## src/rtl/telemetry_frame_tx.sv

```systemverilog
// Telemetry framer: snapshots N_FIELDS payload bytes on a report tick and streams
// one frame (header, fields, padding, checksum, CRLF) into a UART via ready/send.
module telemetry_frame_tx #(
    parameter int         N_FIELDS     = 3,
    parameter int         USE_HEADER   = 1,
    parameter logic [7:0] HEADER_BYTE  = 8'hA5,
    parameter int         PAD_BYTES    = 0,
    parameter int         USE_CHECKSUM = 1,
    parameter int         USE_CRLF     = 1
) (
    input  logic                  clk,
    input  logic                  reset,
    input  logic                  trigger,
    input  logic [8*N_FIELDS-1:0] fields_in,
    input  logic                  tx_ready,
    output logic                  tx_send,
    output logic [7:0]            tx_data,
    output logic                  busy,
    output logic                  frame_done,
    output logic [7:0]            overrun_cnt
);

    localparam int HDR_N      = (USE_HEADER != 0) ? 1 : 0;
    localparam int CSUM_N     = (USE_CHECKSUM != 0) ? 1 : 0;
    localparam int CRLF_N     = (USE_CRLF != 0) ? 1 : 0;
    localparam int FIELD_BASE = HDR_N;
    localparam int PAD_BASE   = FIELD_BASE + N_FIELDS;
    localparam int CSUM_POS   = PAD_BASE + PAD_BYTES;
    localparam int CR_POS     = CSUM_POS + CSUM_N;
    localparam int FRAME_LEN  = CR_POS + 2 * CRLF_N;
    localparam int IDX_W      = 5;
    localparam logic [IDX_W-1:0] LAST_IDX = IDX_W'(FRAME_LEN - 1);

    typedef enum logic [1:0] {IDLE, SEND, HOLD, WAIT} state_t;

    state_t                state;
    state_t                state_next;
    logic [8*N_FIELDS-1:0] snapshot;
    logic [IDX_W-1:0]      byte_idx;
    logic [7:0]            csum;
    logic [7:0]            cur_byte;
    logic                  is_field;
    logic                  last_byte;
    logic                  accept;
    logic                  strobe;
    logic                  finish;
    logic                  advance;

    always_ff @(posedge clk) begin
        if (reset) begin
            state <= IDLE;
        end else begin
            state <= state_next;
        end
    end

    always_comb begin
        state_next = state;
        case (state)
            IDLE: if (trigger)   state_next = SEND;
            SEND: if (tx_ready)  state_next = HOLD;
            HOLD: if (!tx_ready) state_next = WAIT;
            WAIT: if (tx_ready)  state_next = last_byte ? IDLE : SEND;
            default:             state_next = IDLE;
        endcase
    end

    always_comb begin
        last_byte = (byte_idx == LAST_IDX);
        accept    = (state == IDLE) && trigger;
        strobe    = (state == SEND) && tx_ready;
        finish    = (state == WAIT) && tx_ready && last_byte;
        advance   = (state == WAIT) && tx_ready && !last_byte;
    end

    // Padding positions fall through to the 0x00 default.
    always_comb begin
        cur_byte = 8'h00;
        is_field = 1'b0;
        if (HDR_N != 0 && byte_idx == IDX_W'(0)) begin
            cur_byte = HEADER_BYTE;
        end
        for (int k = 0; k < N_FIELDS; k++) begin
            if (byte_idx == IDX_W'(FIELD_BASE + k)) begin
                cur_byte = snapshot[8*k +: 8];
                is_field = 1'b1;
            end
        end
        if (CSUM_N != 0 && byte_idx == IDX_W'(CSUM_POS)) begin
            cur_byte = csum;
        end
        if (CRLF_N != 0 && byte_idx == IDX_W'(CR_POS)) begin
            cur_byte = 8'h0D;
        end
        if (CRLF_N != 0 && byte_idx == IDX_W'(CR_POS + 1)) begin
            cur_byte = 8'h0A;
        end
    end

    // Checksum accumulates at each field strobe, so it is complete by its own slot.
    always_ff @(posedge clk) begin
        if (reset) begin
            tx_send     <= 1'b0;
            tx_data     <= 8'h00;
            busy        <= 1'b0;
            frame_done  <= 1'b0;
            overrun_cnt <= 8'h00;
            snapshot    <= '0;
            byte_idx    <= '0;
            csum        <= 8'h00;
        end else begin
            tx_send    <= strobe;
            frame_done <= finish;
            if (accept) begin
                snapshot <= fields_in;
                byte_idx <= '0;
                csum     <= 8'h00;
                busy     <= 1'b1;
            end
            if (strobe) begin
                tx_data <= cur_byte;
                if (is_field) begin
                    csum <= csum + cur_byte;
                end
            end
            if (advance) begin
                byte_idx <= byte_idx + IDX_W'(1);
            end
            if (finish) begin
                busy <= 1'b0;
            end
            if (trigger && busy && overrun_cnt != 8'hFF) begin
                overrun_cnt <= overrun_cnt + 8'd1;
            end
        end
    end

endmodule

```

## config.mk

```make
export PLATFORM = sky130hd
export DESIGN_NAME = telemetry_frame_tx
export DESIGN_NICKNAME = d
export VERILOG_FILES = /design/src/rtl/telemetry_frame_tx.sv
export SDC_FILE = /design/constraint.sdc
export NUM_CORES = 1
export LEC_CHECK = 0
export ABC_AREA = 1
export BUFFER_PORTS_ARGS = -buffer_cell sky130_fd_sc_hd__buf_2
export CAP_MARGIN = 40
export CORE_UTILIZATION = 60
export DETAILED_ROUTE_END_ITERATION = 7
export PLACE_DENSITY = 0.84
export REMOVE_ABC_BUFFERS = 1
export SLEW_MARGIN = 0
export SYNTH_ARGS = -nofsm -noshare
export SYNTH_HDL_FRONTEND = slang
export SYNTH_SLANG_ARGS = --single-unit
```

## constraint.sdc

```tcl
create_clock -name clk -period 5.1 [get_ports clk]
set_input_delay 0.765 -clock clk [delete_from_list [all_inputs] [get_ports clk]]
set_output_delay 0.765 -clock clk [all_outputs]
set_load 0.02 [all_outputs]
```

==> flow_summary.toml <==
[detailed_routing]
ant_nets = 0
drtPass1Iterations = 4
avgRoutedWirePerCell_um = 12.3
num_vias = 2811
vias_per_cell = 5.25
wl_mm = 6.60
initialDrtViolationCount = 178
drcViolationCount = 0

[layout]
final_cell_mix = "nand2_1, nor2_1, dfxtp_1"
area_delta_synth_final_pct = 14.9
drive_gt1_share_pct = 18.2
layout.nets = 510
num_antenna_cells = 0
postLayoutCoreUtil_pct = 72.3
layout_commonest_cell = "nand2_1"
filler_cell_count = 413

[setup_path]
crit_top_cell = "nand2_1"
startpoint_type = "flop"
cp_data_arrival_time_ps = 3340
timing.critical_path.max_delay_family = "adder cells"
end_kind = "flop"
critPathBufInv = 4
critPathRequiredTime_ps = 5370
cp_max_fo = 8
path_cells = "inv_1, ha_1, inv_1, nor2_1, nand2_1, inv_1, nand2_1, nand4_1, nand2_1, inv_1, ha_1, fa_1, a21oi_1, o21bai_1, nand2_1, nand2_1, a21oi_1, xnor2_1, nand2_1, a21oi_1"
slowest_stage = "fa_1"
path_class = "reg -> reg"
cp_slowest_stage_delay_ps = 420

[floorplan]
die_height_um = 72.9
fp.dieArea_sq_mm = 0.00531
coreArea_sq_mm = 0.00479
chipWidth_um = 72.9
start_util_pct = 63.0
ioPinCount = 47
rows = 25

[yosys]
syn_inst = 419
ys_seq_area_share_pct = 38.5
synth_cell_types = 38
ys.warnings.count = 0
yosys-top-cells-area = "dfxtp_1, nand2_1, nor2_1"
synth_top_area_cell = "dfxtp_1"
post-synth-top-area-fraction_pct = 38.5
synth_seq_cells = 58
syn_area_sq_mm = 0.00301
avgSynthCellArea_sq_um = 7.19

[place]
dp_hpwl_mm = 4.90
dpl_worst_slack_ps = 2080
port_buffers = 46
globalplace.congestion = 0.873

[timing]
setup_violations = 0
period_needed_ps = 3070
worst_pin_slew_ps = 807
finalCritPeriodShare_pct = 60.2
layout_setup_ws_ps = 2030
rsz0062_at_grt = "no"
skew_ps = 9.88
max_slew_margin_pct = 46.1
hold_violations = 0
slew_viol_final = 0
final.setup.tns_ps = 0
fmax_mhz = 326

[cts]
cts_sinks = 58
tritoncts = "yes"
clockBufferDepth = 2
ctsRootBufferMaster = "clkbuf_8"
cts_resized = 0
clkTransAtPathRegs_ps = 70
hold_buffers = 0
post-cts-setup-buffers = 0
numCtsBuffers = 9
cts_htree_levels = 3
clk_latency_ps = 340

[grt]
grt_use_total_pct = 27.7
grt_pass1_vias = 2536
grt_pass1_wl_mm = 11.0
grt_max_degree = 25
antenna_found_initial = 0
gr-total-overflow = 0

[power_and_ir_drop]
worst_ir_drop_vdd_mv = 0.313
p_per_area_mw_per_mm2 = 365
p_leak_nw = 1.61
finalPower_w = 0.00126

[worst_hold_path]
hp-class = "reg -> reg"

[flow_run]
maxCapViolations = 0

[status]
outcome = "finished clean"
## layer usage
layer	vias up	track usage [%]	share of wire (%)
met1	1265	30.9	44
met2	65	47.5	48
met3	16	10.8	5.6
li1	1465	-	-
met4	0	11.1	2.3
met5	-	0	0
## final timing paths
kind / from / endpoint / slack, ps / cells after the start
max: byte_idx[0]$_SDFFE_PP0P_ / csum[6]$_SDFF_PP0_ / 2030 / 20
min: snapshot[21]$_SDFFE_PP0P_ / snapshot[21]$_SDFFE_PP0P_ / 460 / 2
max reg2reg: byte_idx[0]$_SDFFE_PP0P_ / csum[6]$_SDFF_PP0_ / 2030 / 20
min reg2reg: snapshot[21]$_SDFFE_PP0P_ / snapshot[21]$_SDFFE_PP0P_ / 460 / 2
## power breakdown
group | internal, W | total [W] | switching (W) | leakage, nW
combinational | 0.000112 | 0.000313 | 0.000201 | 1.05
clock | 0.000197 | 0.000370 | 0.000173 | 0.0920
sequential | 0.000534 | 0.000581 | 0.0000473 | 0.474
total | 0.000843 | 0.00126 | 0.000421 | 1.61
## per-stage QoR
stage	area, sq um	hold WS (ps)	instances
finish	3460	458	535
global route	3460	490	535
CTS	3460	458	535
detailed placement	3290	450	520
global placement	3260	443	518
floorplan	2950	432	405
## state kept, by name, summed over array words and instances (netlist names)
name,cells
csum,8
tx_data,8
overrun_cnt,8
tx_send,1
frame_done,1
state,2
busy,1
snapshot,24
byte_idx,5
## Yosys cell counts, drive strengths merged
master   instances
nand3           33
a211oi           2
or2              2
nor2            69
ha              17
a221o            1
clkinv           1
xor2             2
a31oi            4
nand2           69
nor3             1
or3              1
and3             1
buf              4
o2111ai          1
fa               1
a22oi            1
o211ai           3
clkbuf          10
nor3b            1
inv             46
nand4            3
o21bai           1
xnor2            4
o21ai           51
dfxtp           58
a21oi           31
a221oi           1
## logic make-up after synthesis
| group | synth area share [%] |
|---|---|
| buffers and inverters | 8.01 |
| adders and majority gates | 7.72 |
| xor gates and xnor gates | 1.74 |
| and+or+nand+nor | 26.6 |
| DFF | 38.5 |
| AOI/OAI and AO/OA | 17.4 |
## layout make-up
class	count	area, sq um	share of cell area (%)
well taps	67	83.8	2.42
clock inverters	3	15.0	0.434
repair buffers	48	260	7.52
inverters	47	176	5.10
flip-flops and latches	58	1160	33.5
clock buffers	12	155	4.48
multi-input cells	300	1610	46.5
## tightest hold or removal path: stages, from the launching register on
cell,delay (ps)
dfxtp_1,300
inv_1,60
a21oi_1,60
Note: power is estimated with default switching activity, not from simulation.
